## src/rtl/wb_trace_buffer_pkg.sv

```systemverilog
// Shared types and defaults for the writeback trace buffer.
package wb_trace_pkg;

  localparam int SEQ_W  = 16;
  localparam int DEPTH  = 8;
  localparam int DROP_W = 8;

  typedef struct packed {
    logic [4:0]       rd;
    logic [31:0]      data;
    logic [SEQ_W-1:0] seq;
  } wb_trace_entry_t;

  function automatic logic is_cand(
    input logic       valid,
    input logic [4:0] rd,
    input logic       filt
  );
    return valid && !(filt && (rd == 5'd0));
  endfunction

endpackage

```

## src/rtl/wb_trace_buffer_if.sv

```systemverilog
// Writeback capture and trace drain signal bundle.
interface wb_trace_buffer_if #(
  parameter int SEQ_W  = 16,
  parameter int DEPTH  = 8,
  parameter int DROP_W = 8
);
  localparam int LW = $clog2(DEPTH) + 1;

  logic              wb_valid;
  logic [4:0]        wb_rd;
  logic [31:0]       WB_Data;
  logic              clear;
  logic              trace_valid;
  logic              trace_ready;
  logic [4:0]        trace_rd;
  logic [31:0]       trace_data;
  logic [SEQ_W-1:0]  trace_seq;
  logic [LW-1:0]     level;
  logic              overflow;
  logic [DROP_W-1:0] drop_cnt;

  modport master (
    output wb_valid, wb_rd, WB_Data,
    output clear, trace_ready,
    input  trace_valid, trace_rd,
    input  trace_data, trace_seq,
    input  level, overflow, drop_cnt
  );

  modport slave (
    input  wb_valid, wb_rd, WB_Data,
    input  clear, trace_ready,
    output trace_valid, trace_rd,
    output trace_data, trace_seq,
    output level, overflow, drop_cnt
  );

endinterface

```

## src/rtl/wb_trace_buffer_fifo.sv

```systemverilog
// Synchronous first-word-fall-through FIFO.
module wb_trace_fifo #(
  parameter int  DEPTH = 8,
  parameter type T     = logic [7:0],
  localparam int AW    = $clog2(DEPTH),
  localparam int LW    = $clog2(DEPTH) + 1
) (
  input  logic          clk,
  input  logic          reset,
  input  logic          clear,
  input  logic          push,
  input  logic          pop,
  input  T              din,
  output T              dout,
  output logic          full,
  output logic          empty,
  output logic [LW-1:0] level
);

  T              mem_q [DEPTH];
  logic [AW-1:0] rd_q, wr_q;
  logic [LW-1:0] lvl_q;
  logic          do_push, do_pop;

  assign empty = (lvl_q == '0);
  assign full  = (lvl_q == LW'(DEPTH));
  assign level = lvl_q;
  assign dout  = empty ? T'('0) : mem_q[rd_q];

  assign do_pop  = pop && !empty;
  // Full FIFO still accepts when the head leaves in the same cycle.
  assign do_push = push && !clear
                && (!full || do_pop);

  always_ff @(posedge clk) begin
    if (reset) begin
      rd_q  <= '0;
      wr_q  <= '0;
      lvl_q <= '0;
    end else if (clear) begin
      rd_q  <= '0;
      wr_q  <= '0;
      lvl_q <= '0;
    end else begin
      if (do_pop)
        rd_q <= rd_q + AW'(1);
      if (do_push)
        wr_q <= wr_q + AW'(1);
      unique case ({do_push, do_pop})
        2'b10:   lvl_q <= lvl_q + LW'(1);
        2'b01:   lvl_q <= lvl_q - LW'(1);
        default: lvl_q <= lvl_q;
      endcase
    end
  end

  always_ff @(posedge clk) begin
    if (do_push && !reset)
      mem_q[wr_q] <= din;
  end

endmodule

```

## src/rtl/wb_trace_buffer.sv

```systemverilog
// Writeback trace capture: filter, sequence tag, overflow
// accounting and FWFT drain to a trace sink.
module wb_trace_buffer
  import wb_trace_pkg::*;
#(
  parameter int DEPTH     = 8,
  parameter int SEQ_W     = 16,
  parameter int DROP_W    = 8,
  parameter bit FILTER_X0 = 1'b1
) (
  input logic         clk,
  input logic         reset,
  wb_trace_buffer_if.slave bus
);

  typedef struct packed {
    logic [4:0]       rd;
    logic [31:0]      data;
    logic [SEQ_W-1:0] seq;
  } entry_t;

  entry_t            wr_e, hd_e;
  logic              full, empty;
  logic              cand, pop, acc, drop;
  logic [SEQ_W-1:0]  seq_q, seq_d;
  logic              ovf_q, ovf_d;
  logic [DROP_W-1:0] drop_q, drop_d;

  assign cand = is_cand(bus.wb_valid,
                        bus.wb_rd, FILTER_X0);
  assign pop  = !empty && bus.trace_ready;
  assign acc  = cand && (!full || pop);
  assign drop = cand && full && !pop;

  assign wr_e = '{rd:   bus.wb_rd,
                  data: bus.WB_Data,
                  seq:  seq_q};

  wb_trace_fifo #(
    .DEPTH (DEPTH),
    .T     (entry_t)
  ) u_fifo (
    .clk   (clk),
    .reset (reset),
    .clear (bus.clear),
    .push  (cand),
    .pop   (pop),
    .din   (wr_e),
    .dout  (hd_e),
    .full  (full),
    .empty (empty),
    .level (bus.level)
  );

  always_comb begin
    seq_d  = seq_q;
    ovf_d  = ovf_q;
    drop_d = drop_q;
    if (bus.clear) begin
      // Sequence keeps counting across a flush so the sink sees the gap.
      ovf_d  = 1'b0;
      drop_d = '0;
    end else begin
      if (acc)
        seq_d = seq_q + SEQ_W'(1);
      if (drop) begin
        ovf_d = 1'b1;
        if (drop_q != '1)
          drop_d = drop_q + DROP_W'(1);
      end
    end
  end

  always_ff @(posedge clk) begin
    if (reset) begin
      seq_q  <= '0;
      ovf_q  <= 1'b0;
      drop_q <= '0;
    end else begin
      seq_q  <= seq_d;
      ovf_q  <= ovf_d;
      drop_q <= drop_d;
    end
  end

  assign bus.trace_valid = !empty;
  assign bus.trace_rd    = hd_e.rd;
  assign bus.trace_data  = hd_e.data;
  assign bus.trace_seq   = hd_e.seq;
  assign bus.overflow    = ovf_q;
  assign bus.drop_cnt    = drop_q;

endmodule

```

## src/flat_wrapper.sv

```systemverilog
// flat-port wrapper written by rule: the top's interface ports become plain ports
module wb_trace_buffer_flat import wb_trace_pkg::*;
#(
  parameter int DEPTH     = 8,
  parameter int SEQ_W     = 16,
  parameter int DROP_W    = 8,
  parameter bit FILTER_X0 = 1'b1
)
  (clk, reset, bus_wb_valid, bus_wb_rd, bus_WB_Data, bus_clear, bus_trace_ready, bus_trace_valid, bus_trace_rd, bus_trace_data, bus_trace_seq, bus_level, bus_overflow, bus_drop_cnt);
  wb_trace_buffer_if #(.SEQ_W(SEQ_W), .DEPTH(DEPTH), .DROP_W(DROP_W)) bus_i ();
  input logic clk;
  input logic reset;
  input wire logic [$bits(bus_i.wb_valid)-1:0] bus_wb_valid;
  input wire logic [$bits(bus_i.wb_rd)-1:0] bus_wb_rd;
  input wire logic [$bits(bus_i.WB_Data)-1:0] bus_WB_Data;
  input wire logic [$bits(bus_i.clear)-1:0] bus_clear;
  input wire logic [$bits(bus_i.trace_ready)-1:0] bus_trace_ready;
  output wire logic [$bits(bus_i.trace_valid)-1:0] bus_trace_valid;
  output wire logic [$bits(bus_i.trace_rd)-1:0] bus_trace_rd;
  output wire logic [$bits(bus_i.trace_data)-1:0] bus_trace_data;
  output wire logic [$bits(bus_i.trace_seq)-1:0] bus_trace_seq;
  output wire logic [$bits(bus_i.level)-1:0] bus_level;
  output wire logic [$bits(bus_i.overflow)-1:0] bus_overflow;
  output wire logic [$bits(bus_i.drop_cnt)-1:0] bus_drop_cnt;
  assign bus_i.wb_valid = bus_wb_valid;
  assign bus_i.wb_rd = bus_wb_rd;
  assign bus_i.WB_Data = bus_WB_Data;
  assign bus_i.clear = bus_clear;
  assign bus_i.trace_ready = bus_trace_ready;
  assign bus_trace_valid = bus_i.trace_valid;
  assign bus_trace_rd = bus_i.trace_rd;
  assign bus_trace_data = bus_i.trace_data;
  assign bus_trace_seq = bus_i.trace_seq;
  assign bus_level = bus_i.level;
  assign bus_overflow = bus_i.overflow;
  assign bus_drop_cnt = bus_i.drop_cnt;
  wb_trace_buffer #(.DEPTH(DEPTH), .SEQ_W(SEQ_W), .DROP_W(DROP_W), .FILTER_X0(FILTER_X0)) u_core (.clk(clk), .reset(reset), .bus(bus_i));
endmodule
```

## config.mk

```make
export PLATFORM = sky130hd
export DESIGN_NAME = wb_trace_buffer_flat
export DESIGN_NICKNAME = d
export VERILOG_FILES = /design/src/rtl/wb_trace_buffer_pkg.sv /design/src/rtl/wb_trace_buffer_if.sv /design/src/rtl/wb_trace_buffer_fifo.sv /design/src/rtl/wb_trace_buffer.sv /design/src/flat_wrapper.sv
export SDC_FILE = /design/constraint.sdc
export NUM_CORES = 1
export LEC_CHECK = 0
export BUFFER_PORTS_ARGS = -buffer_cell sky130_fd_sc_hd__buf_2
export CAP_MARGIN = 15
export CORE_MARGIN = 2
export CORE_UTILIZATION = 30
export CTS_CLUSTER_SIZE = 12
export DETAILED_ROUTE_END_ITERATION = 6
export GPL_TIMING_DRIVEN = 1
export SYNTH_ARGS = -nofsm -noshare
export SYNTH_HDL_FRONTEND = slang
export SYNTH_SLANG_ARGS = --single-unit
```

## constraint.sdc

```tcl
create_clock -name clk -period 9.8 [get_ports clk]
set_input_delay 1.47 -clock clk [delete_from_list [all_inputs] [get_ports clk]]
set_output_delay 1.47 -clock clk [all_outputs]
set_load 0.01 [all_outputs]
```

==> results.md, run 1 <==
Run status:
- The flow ran to the end, and the final reports show no timing, DRC or antenna violations.

Logic synthesis:
- The portion of the post-synthesis area used by sequential elements is 0.755.
- By count the netlist is led by 424 x sky130_fd_sc_hd__edfxtp_1, 106 x sky130_fd_sc_hd__mux4_2, 86 x sky130_fd_sc_hd__nor2_1, 57 x sky130_fd_sc_hd__mux2i_1, 38 x sky130_fd_sc_hd__dfxtp_1.
- The dominant cell type by area after synthesis is sky130_fd_sc_hd__edfxtp_1.
- The count of yosys warnings during synthesis is 0.
- The number of standard cells after synthesis is 886.
- After synthesis, the share of flip-flops with an asynchronous set or reset is 0.
- Synthesis produced a netlist with a net count of 935.
- The area of the mapped netlist is 17900 um^2.
- The total of flip-flops plus latches after synthesis is 462.
- The most used flip-flop cell after synthesis is sky130_fd_sc_hd__edfxtp_1.
- In this run, synthesis inferred 424 flip-flops with an integrated enable.
- Sorting the synthesized cells by area gives the leading types as sky130_fd_sc_hd__edfxtp_1 71%, sky130_fd_sc_hd__mux4_2 13%, sky130_fd_sc_hd__dfxtp_1 4.3%, sky130_fd_sc_hd__mux2i_1 3.2%, sky130_fd_sc_hd__nor2_1 1.8%.
- The unique cell type count in the Yosys netlist is 45.
- The most instantiated library cell after synthesis is sky130_fd_sc_hd__edfxtp_1.
- A synthesized cell averages 20.2 um^2.
- Of the post-synthesis cell area, the dominant cell type holds 0.713.

Worst setup path:
- The startpoint of the worst register-to-register path is u_core.u_fifo.level[0].
- The critical path in this run is classified as flip-flop to output pin.
- The register-to-register setup slack is 6310 ps.
- Data on the critical path arrives at its endpoint at 3210 ps.
- The critical path required time is 8330 ps.
- STA classifies the critical path endpoint as an output pin.
- STA classifies the critical path startpoint as a flip-flop.
- In this run the worst path has a maximum fanout of 61.
- In this run the critical register-to-register path is captured at u_core.u_fifo.level[3].
- The cell depth of the worst flop-to-flop path is 12.

Placed design:
- Detailed placement finished with a half-perimeter wire length of 20600 um.
- Port buffering added 108 buffers.
- Summing all placed instances gives a cell area of 19400 um^2.
- The last weighted congestion value of the routability-driven placer is 0.699.
- The worst slack at placement is 4910 ps.

Min path:
- The number of instances on the worst hold path is 2.
- The path class of the tightest hold or removal check is flip-flop to flip-flop.
- The launch instance of the worst min-delay path is u_core.u_fifo.rd_q[1].

Global route:
- The wire length of the first global-routing pass is 56200 um.
- The initial antenna violation count was 2.
- The global-route usage over all layers is 0.123.
- The via count of the first global-routing pass came to 8950.
- The residual overflow from global routing is 0.
- The pin count of the biggest net entering global routing is 62.

Floorplanning:
- In this run the core area contains 89 standard-cell rows.
- For this configuration, the core starts out at a cell density of 0.303.
- The floorplan die height is 248 um.
- The width of the die is 248 um.
- The floorplan step defined a die boundary enclosing 61500 um^2.
- In this run the standard cell core region covers 58900 um^2.
- Pin placement for this block handled 109 I/O pins.

Timing:
- The total count of max-transition violations in the final report is 0.
- The final setup TNS is 0 ps.
- The post-route worst setup slack is 5120 ps.
- Dividing the final minimum period by the clock period gives 0.478.
- The minimum period implied by the final worst setup slack is 4680 ps.
- At the pin with the least slew margin, the transition time is 1120 ps.
- The setup-violating endpoint count in the final report is 0.
- The worst clock skew is 18.9 ps.
- Based on the critical path, the design can be clocked at up to 214 MHz.
- The final-report hold violation count was 0.
- The worst pin sits at a relative slew slack of 0.250.
- Setup repair after global routing left no endpoint under its margin.

Flow run:
- The max-capacitance violation count is 0.

Finish:
- The area occupied by registers is 13500 um^2.
- The number of nets in the layout is 1067.
- Once layout is done, the placed cells without fillers occupy 20800 um^2.
- The final standard cell utilization of the core is 0.353.
- The fill cell total of the finished layout is 5487.
- The area growth from synthesis to layout is 16.3%.
- In the final layout, the share of cells above drive strength 1 is 0.294.
- The antenna cell count is 0.
- In the final layout, the multi-input gates occupy 4180 um^2.

CTS:
- The count of hold buffers inserted by post-cts repair is 0.
- The maximum level of the CTS H-tree is 2.
- The number of gates given a new drive strength after cts is 0.
- Clock-pin slew was measured on the worst setup and hold paths at 50 ps.
- The clock tree from TritonCTS is done.
- Post-CTS timing repair inserted 0 buffers for setup.
- In this run the clock root is driven by a sky130_fd_sc_hd__clkbuf_16.
- Clock tree synthesis inserted a total of 48 buffers.
- The total clock sinks is 462.
- The worst-case clock buffer depth is 3.
- The clock network latency to the later pin of the worst-skew pair is 570 ps.

Routing:
- The number of violations reported at the end of detailed-routing iteration 0 is 562.
- Summed over all layers, the routed wires come to 37700 um.
- The iteration count of the initial detailed-routing pass is 5.
- The total vias in the final route is 8589.
- The total DRC errors in the routed layout is 0.
- The routed wirelength normalized by instance count is 20.6 um.
- The via count normalized by instance count is 4.70.
- The remaining antenna violation count after routing is 0.

Power and ir drop:
- Total power for the finished layout comes to 3.95 mW.
- The areal power density over the cells is 190 nW/um^2.
- The maximum ir drop on the vdd rail is 101 uV.
- In this run the static leakage power is 6.44 nW.
[layer usage]
metal	share of wire	vias to the layer above	GRT usage
li1	-	3842	-
met1	0.44	4528	0.163
met2	0.50	159	0.209
met3	0.040	56	0.0250
met4	0.018	4	0.0310
met5	0.00056	-	0
[worst max-delay path, stage by stage, from the launching register on]
cell	delay, ps
sky130_fd_sc_hd__dfxtp_4	970
sky130_fd_sc_hd__buf_4	710
sky130_fd_sc_hd__mux4_2	420
sky130_fd_sc_hd__mux2i_1	180
sky130_fd_sc_hd__nor2_1	120
sky130_fd_sc_hd__buf_2	220
[layout make-up]
cell class                 instances  area share
clock buffer                      70      0.0633
clock inverter                    16     0.00398
inverter                          10     0.00181
multi-input combinational        369       0.201
sequential                       462       0.650
tap                              773      0.0466
timing repair buffer             127      0.0329
[worst max-delay path by stage]
| stage | start | endpoint | slack (ps) | depth (start not counted) |
|---|---|---|---|---|
| 2_1_floorplan | bus_wb_rd[3] | u_core.u_fifo.mem_q[3][0] | 2750 | 7 |
| 3_3_place_gp | bus_wb_rd[0] | u_core.u_fifo.level[3] | 5020 | 11 |
| 3_5_place_dp | bus_wb_rd[0] | u_core.u_fifo.level[3] | 4910 | 11 |
| 4_1_cts | flip-flop | bus_trace_seq[11] | 4910 | 5 |
| 5_1_grt | flip-flop | bus_trace_seq[11] | 4790 | 5 |
| 6_report | flip-flop | bus_trace_seq[2] | 5120 | 5 |
[report_power, final]
| group | internal, mW | total [mW] | leakage [nW] | switching [mW] |
|---|---|---|---|---|
| Clock | 0.928 | 1.64 | 0.672 | 0.716 |
| Combinational | 0.0554 | 0.146 | 1.68 | 0.0906 |
| Sequential | 2.15 | 2.16 | 4.09 | 0.00747 |
| Total | 3.14 | 3.95 | 6.44 | 0.814 |
[logic make-up after synthesis]
family          count (synthesis)  share of synthesized area
flops                         462                      0.755
fa+ha+maj                       7                    0.00532
mux                           165                      0.167
simple gates                  153                     0.0413
compound gates                 23                    0.00771
xor+xnor                       21                     0.0103
buf+inv                        55                     0.0130
[sequential cells by signal, indices dropped and copies added, names as in the netlist, named ones only]
name / flops
u_core.bus.drop_cnt: 8
u_core.seq_q: 16
u_core.u_fifo.level: 4
u_core.u_fifo.wr_q: 3
u_core.u_fifo.rd_q: 3
u_core.u_fifo.mem_q: 424
u_core.bus.overflow: 1
[cells in the final DEF (no fill, tap or decap), types with 6 or more instances in the layout]
master	Yosys	layout
sky130_fd_sc_hd__buf_2	9	108
sky130_fd_sc_hd__o21ai_0	8	8
sky130_fd_sc_hd__or3_1	7	7
sky130_fd_sc_hd__mux2i_1	57	57
sky130_fd_sc_hd__clkbuf_1	28	20
sky130_fd_sc_hd__xnor2_1	16	16
sky130_fd_sc_hd__nand2_1	12	12
sky130_fd_sc_hd__nor3_1	9	7
sky130_fd_sc_hd__nor4_1	6	6
sky130_fd_sc_hd__nor2_1	86	84
sky130_fd_sc_hd__dfxtp_1	38	35
sky130_fd_sc_hd__clkbuf_16	0	49
sky130_fd_sc_hd__mux4_2	106	106
sky130_fd_sc_hd__inv_1	10	10
sky130_fd_sc_hd__a21oi_1	7	7
sky130_fd_sc_hd__clkinv_1	0	8
sky130_fd_sc_hd__nand3_1	6	6
sky130_fd_sc_hd__ha_1	6	6
sky130_fd_sc_hd__edfxtp_1	424	424
sky130_fd_sc_hd__buf_4	0	19
[stage by stage]
step,hold slack [ps],std cells
after floorplan,454,886
after global placement,460,1741
after detailed placement,462,1741
after CTS,470,1827
after global routing,506,1827
final,469,1827
Power figures use the tool's default switching activity.
==> run 2, diff against run 1 <==
--- a/config.mk
+++ b/config.mk
@@ -5,6 +5,7 @@
 export SDC_FILE = /design/constraint.sdc
 export NUM_CORES = 1
 export LEC_CHECK = 0
+export ABC_AREA = 1
 export BUFFER_PORTS_ARGS = -buffer_cell sky130_fd_sc_hd__buf_2
 export CAP_MARGIN = 15
 export CORE_MARGIN = 2
==> constraint.sdc (replaced) <==
create_clock -name clk -period 3.75 [get_ports clk]
set_input_delay 0.5625 -clock clk [delete_from_list [all_inputs] [get_ports clk]]
set_output_delay 0.5625 -clock clk [all_outputs]
set_load 0.01 [all_outputs]
==> run 2 against run 1 <==
Compared with the run above: clock skew is 3.4 ps lower; count of clock-buffer cells in the layout fell by 5; global-route usage increased by 1.2 points; critical path type unchanged; largest cell class unchanged; largest power group unchanged.
==> results.md, run 2 <==
Run status:
- Result of the run: completed (unchanged).

Logic synthesis:
- The fraction of post-synthesis cell area in the top cell type by area was 0.693 (was 0.713).
- The synthesized-area fraction occupied by adder cells is 0.00518 (was 0.00532).
- The simple-gate portion of the synthesized area is 0.118 (was 0.0413).
- The main combinational cell family by area after synthesis is simple AND/OR/NAND/NOR gates (was multiplexers).
- The post-synthesis share of cell area spent on xor and xnor gates came to 0.00477 (was 0.0103).
- The number of nets produced by synthesis is 1528 (was 935).
- The area of the mapped netlist was 18400 um^2 (was 17900 um^2).
- The share of the synthesized area in compound gates (AO/OA/AOI/OAI) is 0.106 (was 0.00771).
- Top cells by area, synth: sky130_fd_sc_hd__edfxtp_1 69%, sky130_fd_sc_hd__nor2_1 9.3%, sky130_fd_sc_hd__o32ai_1 5.1%, sky130_fd_sc_hd__dfxtp_1 4.1%, sky130_fd_sc_hd__o21ai_0 3.5% (was sky130_fd_sc_hd__edfxtp_1 71%, sky130_fd_sc_hd__mux4_2 13%, sky130_fd_sc_hd__dfxtp_1 4.3%, sky130_fd_sc_hd__mux2i_1 3.2%, sky130_fd_sc_hd__nor2_1 1.8%).
- The top flip-flop cell by instance count after synthesis was sky130_fd_sc_hd__edfxtp_1 (unchanged).
- The average footprint of a synthesized cell is 12.4 um^2 (was 20.2 um^2).
- The portion of netlist area occupied by mux cells came to 0 (was 0.167).
- Most common library cells after synthesis: 456 x sky130_fd_sc_hd__nor2_1, 424 x sky130_fd_sc_hd__edfxtp_1, 128 x sky130_fd_sc_hd__o21ai_0, 106 x sky130_fd_sc_hd__o32ai_1, 60 x sky130_fd_sc_hd__nand2_1 (was 424 x sky130_fd_sc_hd__edfxtp_1, 106 x sky130_fd_sc_hd__mux4_2, 86 x sky130_fd_sc_hd__nor2_1, 57 x sky130_fd_sc_hd__mux2i_1, 38 x sky130_fd_sc_hd__dfxtp_1).
- The number of standard cells after synthesis is 1479 (was 886).
- The number of flops mapped to enable cells by yosys is 424 (unchanged).
- The portion of the post-synthesis area used by sequential elements is 0.734 (was 0.755).
- The total of flip-flops plus latches after synthesis is 462 (unchanged).
- The unique cell type count in the Yosys netlist is 24 (was 45).
- The count of yosys warnings during synthesis was 0 (unchanged).
- The share of synthesized flip-flops with an asynchronous set or reset was 0 (unchanged).
- The dominant cell type by area after synthesis is sky130_fd_sc_hd__edfxtp_1 (unchanged).
- The most instantiated library cell after synthesis is sky130_fd_sc_hd__nor2_1 (was sky130_fd_sc_hd__edfxtp_1).

Finish:
- The footprint of the multi-input gates is 4370 um^2 (was 4180 um^2).
- The area occupied by registers is 13500 um^2 (about the same).
- The summed area of non-filler cells in the final layout is 21400 um^2 (was 20800 um^2).
- The antenna cell count was 0 (unchanged).
- The leading cell type in the layout, fill and taps excluded is sky130_fd_sc_hd__nor2_1 (was sky130_fd_sc_hd__edfxtp_1).
- The register with the most flip-flops is u_core.u_fifo.mem_q (unchanged).
- Most used cells in the layout excluding fill and tap cells: 452 x sky130_fd_sc_hd__nor2_1, 424 x sky130_fd_sc_hd__edfxtp_1, 128 x sky130_fd_sc_hd__o21ai_0 (was 424 x sky130_fd_sc_hd__edfxtp_1, 108 x sky130_fd_sc_hd__buf_2, 106 x sky130_fd_sc_hd__mux4_2).
- The number of nets in the layout is 1629 (was 1067).
- The fill cell total of the finished layout is 5740 (was 5487).
- The proportion of layout cells with a drive suffix above 1 is 0.133 (was 0.294).
- The layout overhead on the synthesized area is 16.6% (was 16.3%).
- The number of flip-flops under the largest register name is 424 (unchanged).

Global route:
- The wire length of the first global-routing pass was 66900 um (was 56200 um).
- The pin count of the biggest net entering global routing is 77 (was 62).
- The via count of the first global-routing pass was 11.5k (was 8950).
- The initial antenna violation count is 0 (was 2).
- The global-route usage over all layers is 0.136 (was 0.123).
- The residual overflow from global routing is 0 (unchanged).

Floorplanning:
- The overall die area came to 63200 um^2 (was 61500 um^2).
- The width of the die is 251 um (was 248 um).
- The initial core utilization is 0.304 (was 0.303).
- The number of placed I/O pins is 109 (unchanged).
- The floorplan die height is 251 um (was 248 um).
- The core outline area is 60500 um^2 (was 58900 um^2).
- The placement row count came to 90 (was 89).

Timing:
- The total count of max-transition violations in the final report is 0 (unchanged).
- The final setup TNS is 0 ps (unchanged).
- After layout, the minimum clock period comes to 3400 ps.
- The final-layout worst hold slack is 248 ps (was 469 ps).
- Derived from the worst setup path, the maximum achievable clock frequency is 294 MHz.
- The worst slew margin relative to its limit is 0.428 (was 0.250).
- RSZ-0062 raised after global routing: false (unchanged).
- The post-route worst setup slack is 352 ps (was 5120 ps).
- The final-report hold violation count came to 0 (unchanged).
- Dividing the final minimum period by the clock period gives 0.906.
- The setup-violating endpoint count in the final report is 0 (unchanged).
- The measured slew at the worst slew-check pin is 855 ps (was 1120 ps).
- The worst clock skew came to 15.5 ps (was 18.9 ps).

Min path:
- The launch instance of the worst min-delay path is bus_WB_Data[27] (was u_core.u_fifo.rd_q[1]).
- The number of instances on the worst hold path came to 1 (was 2).
- The path type of the worst min-delay path is primary input to flip-flop (was flip-flop to flip-flop).

CTS:
- The worst-case clock buffer depth is 3 (unchanged).
- The total clock sinks is 462 (unchanged).
- The number of buffers inserted to repair setup after CTS came to 0 (unchanged).
- The count of hold buffers inserted by post-cts repair was 0 (unchanged).
- The number of gates given a new drive strength after cts came to 0 (unchanged).
- The clock root buffer was sky130_fd_sc_hd__clkbuf_16 (unchanged).
- The clock tree from TritonCTS is done (unchanged).
- The total CTS buffers is 48 (unchanged).
- The clock transition at the registers of the reported paths is 60 ps (was 50 ps).
- The maximum level of the CTS H-tree is 2 (unchanged).
- The clock network latency to the later pin of the worst-skew pair is 580 ps (was 570 ps).

Power and ir drop:
- The net switching power of the design is 2.23 mW (was 0.814 mW).
- The total power after layout is 10.7 mW (was 3.95 mW).
- The areal power density over the cells is 499 nW/um^2 (was 190 nW/um^2).
- The fraction of power consumed by the clock network is 0.425 (was 0.416).
- The leakage power of the design was 7.22 nW (was 6.44 nW).
- The proportion of power drawn by combinational gates came to 0.047 (was 0.037).
- The switching power as a share of total power came to 0.208 (was 0.206).
- The register share of total power is 0.529 (was 0.547).
- The internal power of the cells is 8.46 mW (was 3.14 mW).
- The maximum ir drop on the vdd rail came to 301 uV (was 101 uV).

Routing:
- The number of violations reported at the end of detailed-routing iteration 0 is 903 (was 562).
- The via count normalized by instance count is 4.96 (was 4.70).
- The total vias in the final route was 11.9k (was 8589).
- The routed wirelength normalized by instance count came to 18.3 um (was 20.6 um).
- The iteration count of the initial detailed-routing pass is 5 (unchanged).
- The total detailed-routing wirelength was 43700 um (was 37700 um).
- The total DRC errors in the routed layout is 0 (unchanged).
- The remaining antenna violation count after routing is 0 (unchanged).

Worst setup path:
- The critical path required time was 3190 ps (was 8330 ps).
- The critical path endpoint category is an output pin (unchanged).
- The largest fanout on the critical path is 48 (was 61).
- The category of the worst setup path launch point was a flip-flop (unchanged).
- The cell depth of the worst flop-to-flop path was 16 (was 12).
- The critical setup path kind is flip-flop to output pin (unchanged).
- The startpoint of the worst register-to-register path is u_core.u_fifo.level[0] (unchanged).
- The worst endpoint data arrival time was 2840 ps (was 3210 ps).

Flow run:
- The max-capacitance violation count was 0 (unchanged).

Placed design:
- The last weighted congestion value of the routability-driven placer is 0.787 (was 0.699).
- The worst slack at placement was 948 ps (was 4910 ps).
- The placed instance area is 19900 um^2 (was 19400 um^2).
- The count of input and output buffers was 108 (unchanged).
- The HPWL after detailed placement is 24900 um (was 20600 um).
==> run 2: cell count changes in the layout (fill, tap and decap cells not counted), moves of 48 or more <==
| cell | delta |
|---|---|
| sky130_fd_sc_hd__mux2i_1 | -57 |
| sky130_fd_sc_hd__o32ai_1 | +106 |
| sky130_fd_sc_hd__nor2_1 | +368 |
| sky130_fd_sc_hd__nand2_1 | +48 |
| sky130_fd_sc_hd__o21ai_0 | +120 |
| sky130_fd_sc_hd__mux4_2 | -106 |
==> run 2: final timing paths <==
path | slack, ps | endpoint
min reg2reg | 470 | flip-flop
max reg2reg | 1050 | u_core.u_fifo.level[3]
min | 250 | u_core.u_fifo.mem_q[1][43]
max | 350 | bus_trace_seq[0]
==> run 2: cells by family after synthesis <==
group           after synthesis
compound gates              308
simple gates                561
fa+ha+maj                     7
xor+xnor                     10
flops                       462
buf+inv                     131
==> run 2: power groups by stage <==
stage	clock, mW	sequential (mW)	combinational, mW
after floorplan	0	5.75	0.279
after global placement	0	5.76	0.499
after detailed placement	0	5.76	0.510
after CTS	4.65	5.65	0.512
after global routing	4.83	5.65	0.559
final	4.54	5.65	0.500
==> run 2: layer usage <==
| layer | part of all wire | routed length, um | GRT usage | up-vias |
|---|---|---|---|---|
| met2 | 0.48 | 21100 | 0.228 | 246 |
| li1 | - | - | - | 5568 |
| met5 | 0 | 0 | 0 | - |
| met1 | 0.46 | 19900 | 0.182 | 5986 |
| met4 | 0.017 | 745 | 0.0355 | 0 |
| met3 | 0.045 | 1950 | 0.0234 | 54 |
==> run 2: critical path, stage by stage (launching register included) <==
cell and delay (ps):
sky130_fd_sc_hd__dfxtp_4 700, sky130_fd_sc_hd__buf_4 500, sky130_fd_sc_hd__nor2_1 110, sky130_fd_sc_hd__o32ai_1 310, sky130_fd_sc_hd__o21ai_0 130, sky130_fd_sc_hd__nor2_1 270, sky130_fd_sc_hd__buf_2 200
==> run 2: area by class of cell <==
cell class | count | share of cell area
Clock buffer | 65 | 0.0605
Clock inverter | 14 | 0.00830
Inverter | 41 | 0.00742
Multi-Input combinational cell | 886 | 0.204
Sequential cell | 462 | 0.630
Tap cell | 782 | 0.0457
Timing Repair Buffer | 141 | 0.0438
==> run 2: metrics by stage <==
step,std cells,utilization
floorplan,1479,-
global placement,2312,0.330
detailed placement,2312,0.330
CTS,2391,0.354
global route,2391,0.354
finish,2391,0.354
==> run 3, diff against run 2 <==
--- a/config.mk
+++ b/config.mk
@@ -6,7 +6,7 @@
 export NUM_CORES = 1
 export LEC_CHECK = 0
 export ABC_AREA = 1
-export BUFFER_PORTS_ARGS = -buffer_cell sky130_fd_sc_hd__buf_2
+export BUFFER_PORTS_ARGS = -buffer_cell sky130_fd_sc_hd__buf_4
 export CAP_MARGIN = 15
 export CORE_MARGIN = 2
 export CORE_UTILIZATION = 30
==> constraint.sdc (replaced) <==
create_clock -name clk -period 4 [get_ports clk]
set_input_delay 0.6 -clock clk [delete_from_list [all_inputs] [get_ports clk]]
set_output_delay 0.6 -clock clk [all_outputs]
set_load 0.01 [all_outputs]
==> run 3 against run 2 <==
Compared with the run above: highest routed layer unchanged; final cell count barely moved; final area rose by 0.49%; clock power fell by 7.5%; non-clock buffer count fell by 4; hold slack improved by 11 ps; count of clock-buffer cells in the layout rose by 6; register-to-register slack improved by 190 ps; first-iteration DRC count rose by 0.11%; critical endpoint is now bus_trace_data[17]; sequential power fell by 6.4%; sequential share of layout area fell by 0.31 points.
==> results.md, run 3 (same netlist as run 2, synthesis figures left out) <==
Run status:
- Result of the run: completed (unchanged).

Timing:
- The peak clock frequency supported by timing is 283 MHz.
- The total count of max-transition violations in the final report came to 0 (unchanged).
- RSZ-0062 raised after global routing: false (unchanged).
- The post-route clock period utilization is 0.884.
- The setup-violating endpoint count in the final report was 0 (unchanged).
- The worst clock skew was 11.4 ps (was 15.5 ps).
- The worst slew margin relative to its limit is 0.368 (was 0.428).
- The final-report hold violation count is 0 (unchanged).
- The measured slew at the worst slew-check pin was 948 ps (was 855 ps).
- Counting I/O delays and the setup requirement, the final critical path takes 3530 ps.
- The final setup TNS is 0 ps (unchanged).

CTS:
- The clock network latency to the later pin of the worst-skew pair is 570 ps (was 580 ps).
- The total clock sinks was 462 (unchanged).
- The clock root buffer is sky130_fd_sc_hd__clkbuf_16 (unchanged).
- The number of gates given a new drive strength after cts was 0 (unchanged).
- The count of hold buffers inserted by post-cts repair is 0 (unchanged).
- The worst-case clock buffer depth came to 3 (unchanged).
- The clock tree from TritonCTS is done (unchanged).
- The number of buffers inserted to repair setup after CTS came to 0 (unchanged).
- The clock transition at the registers of the reported paths is 60 ps (about the same).
- The total CTS buffers came to 48 (unchanged).
- The maximum level of the CTS H-tree came to 2 (unchanged).

Min path:
- The launch instance of the worst min-delay path is bus_WB_Data[4] (was bus_WB_Data[27]).
- The number of instances on the worst hold path is 1 (unchanged).
- The path type of the worst min-delay path is primary input to flip-flop (unchanged).

Finish:
- The proportion of layout cells with a drive suffix above 1 is 0.131 (was 0.133).
- The final standard cell utilization of the core is 0.356 (was 0.354).
- The number of nets in the layout is 1625 (was 1629).
- The leading cell type in the layout, fill and taps excluded is sky130_fd_sc_hd__nor2_1 (unchanged).
- The fill cell total of the finished layout is 5764 (was 5740).
- The antenna cell count is 0 (unchanged).
- The layout overhead on the synthesized area is 17.1% (was 16.6%).
- The register with the most flip-flops is u_core.u_fifo.mem_q (unchanged).
- Most used cells in the layout excluding fill and tap cells: 452 x sky130_fd_sc_hd__nor2_1, 424 x sky130_fd_sc_hd__edfxtp_1, 133 x sky130_fd_sc_hd__buf_4 (was 452 x sky130_fd_sc_hd__nor2_1, 424 x sky130_fd_sc_hd__edfxtp_1, 128 x sky130_fd_sc_hd__o21ai_0).
- The number of flip-flops under the largest register name is 424 (unchanged).
- The summed area of non-filler cells in the final layout is 21500 um^2 (was 21400 um^2).

Routing:
- The total vias in the final route came to 11.7k (was 11.9k).
- The routed wirelength normalized by instance count is 18.2 um (was 18.3 um).
- The number of violations reported at the end of detailed-routing iteration 0 is 904 (was 903).
- The via count normalized by instance count came to 4.89 (was 4.96).
- The total detailed-routing wirelength is 43600 um (was 43700 um).
- The total DRC errors in the routed layout is 0 (unchanged).
- The remaining antenna violation count after routing is 0 (unchanged).
- The iteration count of the initial detailed-routing pass is 5 (unchanged).

Worst setup path:
- The category of the worst setup path launch point was a flip-flop (unchanged).
- The worst endpoint data arrival time was 2930 ps (was 2840 ps).
- The critical setup path kind is flip-flop to output pin (unchanged).
- The critical path required time is 3400 ps (was 3190 ps).
- The startpoint of the worst register-to-register path is u_core.u_fifo.level[0] (unchanged).
- The cell depth of the worst flop-to-flop path is 16 (unchanged).
- The largest fanout on the critical path is 78 (was 48).
- The critical path endpoint category is an output pin (unchanged).

Global route:
- The via count of the first global-routing pass is 11.5k (about the same).
- The initial antenna violation count came to 0 (unchanged).
- The wire length of the first global-routing pass is 66900 um (about the same).
- The pin count of the biggest net entering global routing is 213 (was 77).
- The global-route usage over all layers is 0.137 (was 0.136).
- The residual overflow from global routing is 0 (unchanged).

Placed design:
- The last weighted congestion value of the routability-driven placer came to 0.786 (was 0.787).
- The placed instance area was 20100 um^2 (was 19900 um^2).
- The count of input and output buffers is 108 (unchanged).
- The HPWL after detailed placement is 23200 um (was 24900 um).

Floorplanning:
- The core outline area is 60500 um^2 (unchanged).
- The overall die area came to 63200 um^2 (unchanged).
- The initial core utilization was 0.304 (unchanged).
- The floorplan die height was 251 um (unchanged).
- The number of placed I/O pins came to 109 (unchanged).
- The placement row count was 90 (unchanged).
- The width of the die is 251 um (unchanged).

Power and ir drop:
- The areal power density over the cells is 464 nW/um^2 (was 499 nW/um^2).
- The maximum ir drop on the vdd rail is 254 uV (was 301 uV).
- The leakage power of the design is 7.20 nW (was 7.22 nW).

Flow run:
- The max-capacitance violation count is 0 (unchanged).
run 3: cell count changes in the layout (fill, tap and decap cells not counted), sizes merged:
cell and change:
buf -4, clkinvlp +1, inv -2, clkbuf +6
bufinv -1, clkinv +2
run 3: critical path, cell delays in order, from the launching register on:
cell                      delay [ps]
sky130_fd_sc_hd__dfxtp_4         910
sky130_fd_sc_hd__buf_4           530
sky130_fd_sc_hd__o21ai_0         180
sky130_fd_sc_hd__o32ai_1         170
sky130_fd_sc_hd__nor2_1           60
sky130_fd_sc_hd__nor2_1          280
sky130_fd_sc_hd__buf_4           180
run 3: path summary, 6_finish.rpt:
check,end,slack (ps)
worst max-delay path,bus_trace_data[17],470
worst min register to register,flip-flop,460
worst max register to register,u_core.u_fifo.level[3],1240
worst min-delay path,u_core.u_fifo.mem_q[4][20],260
run 3: layer usage:
metal  track usage  up-vias  part of all wire
met4        0.0395        0             0.020
met5             0        -                 0
li1              -     5567                 -
met1         0.180     5832              0.45
met2         0.231      247              0.48
met3        0.0252       60             0.048
run 3: layout make-up:
cell class	count	area, um^2	area share
inverter	41	160	0.00744
timing repair buffer	137	1080	0.0501
sequential	462	13500	0.627
clock buffer	71	1310	0.0608
tap	782	978	0.0455
clock inverter	14	154	0.00715
multi-input combinational	886	4340	0.202
run 3: power by group:
| group | switching, mW | internal, mW | total [mW] |
|---|---|---|---|
| registers | 0.0147 | 5.28 | 5.29 |
| clock network | 1.75 | 2.45 | 4.20 |
| logic | 0.320 | 0.183 | 0.503 |
| total | 2.08 | 7.91 | 9.99 |
run 3: per-stage QoR:
| stage | power, mW | cells | hold WS (ps) | setup slack, ps |
|---|---|---|---|---|
| after floorplan | 5.66 | 1479 | 433 | -1450 |
| after CTS | 10.1 | 2393 | 219 | 458 |
| final | 9.99 | 2393 | 259 | 466 |
| after detailed placement | 5.91 | 2308 | 449 | 950 |
| after global placement | 5.90 | 2308 | 444 | 1020 |
| after global routing | 10.4 | 2393 | 227 | 166 |
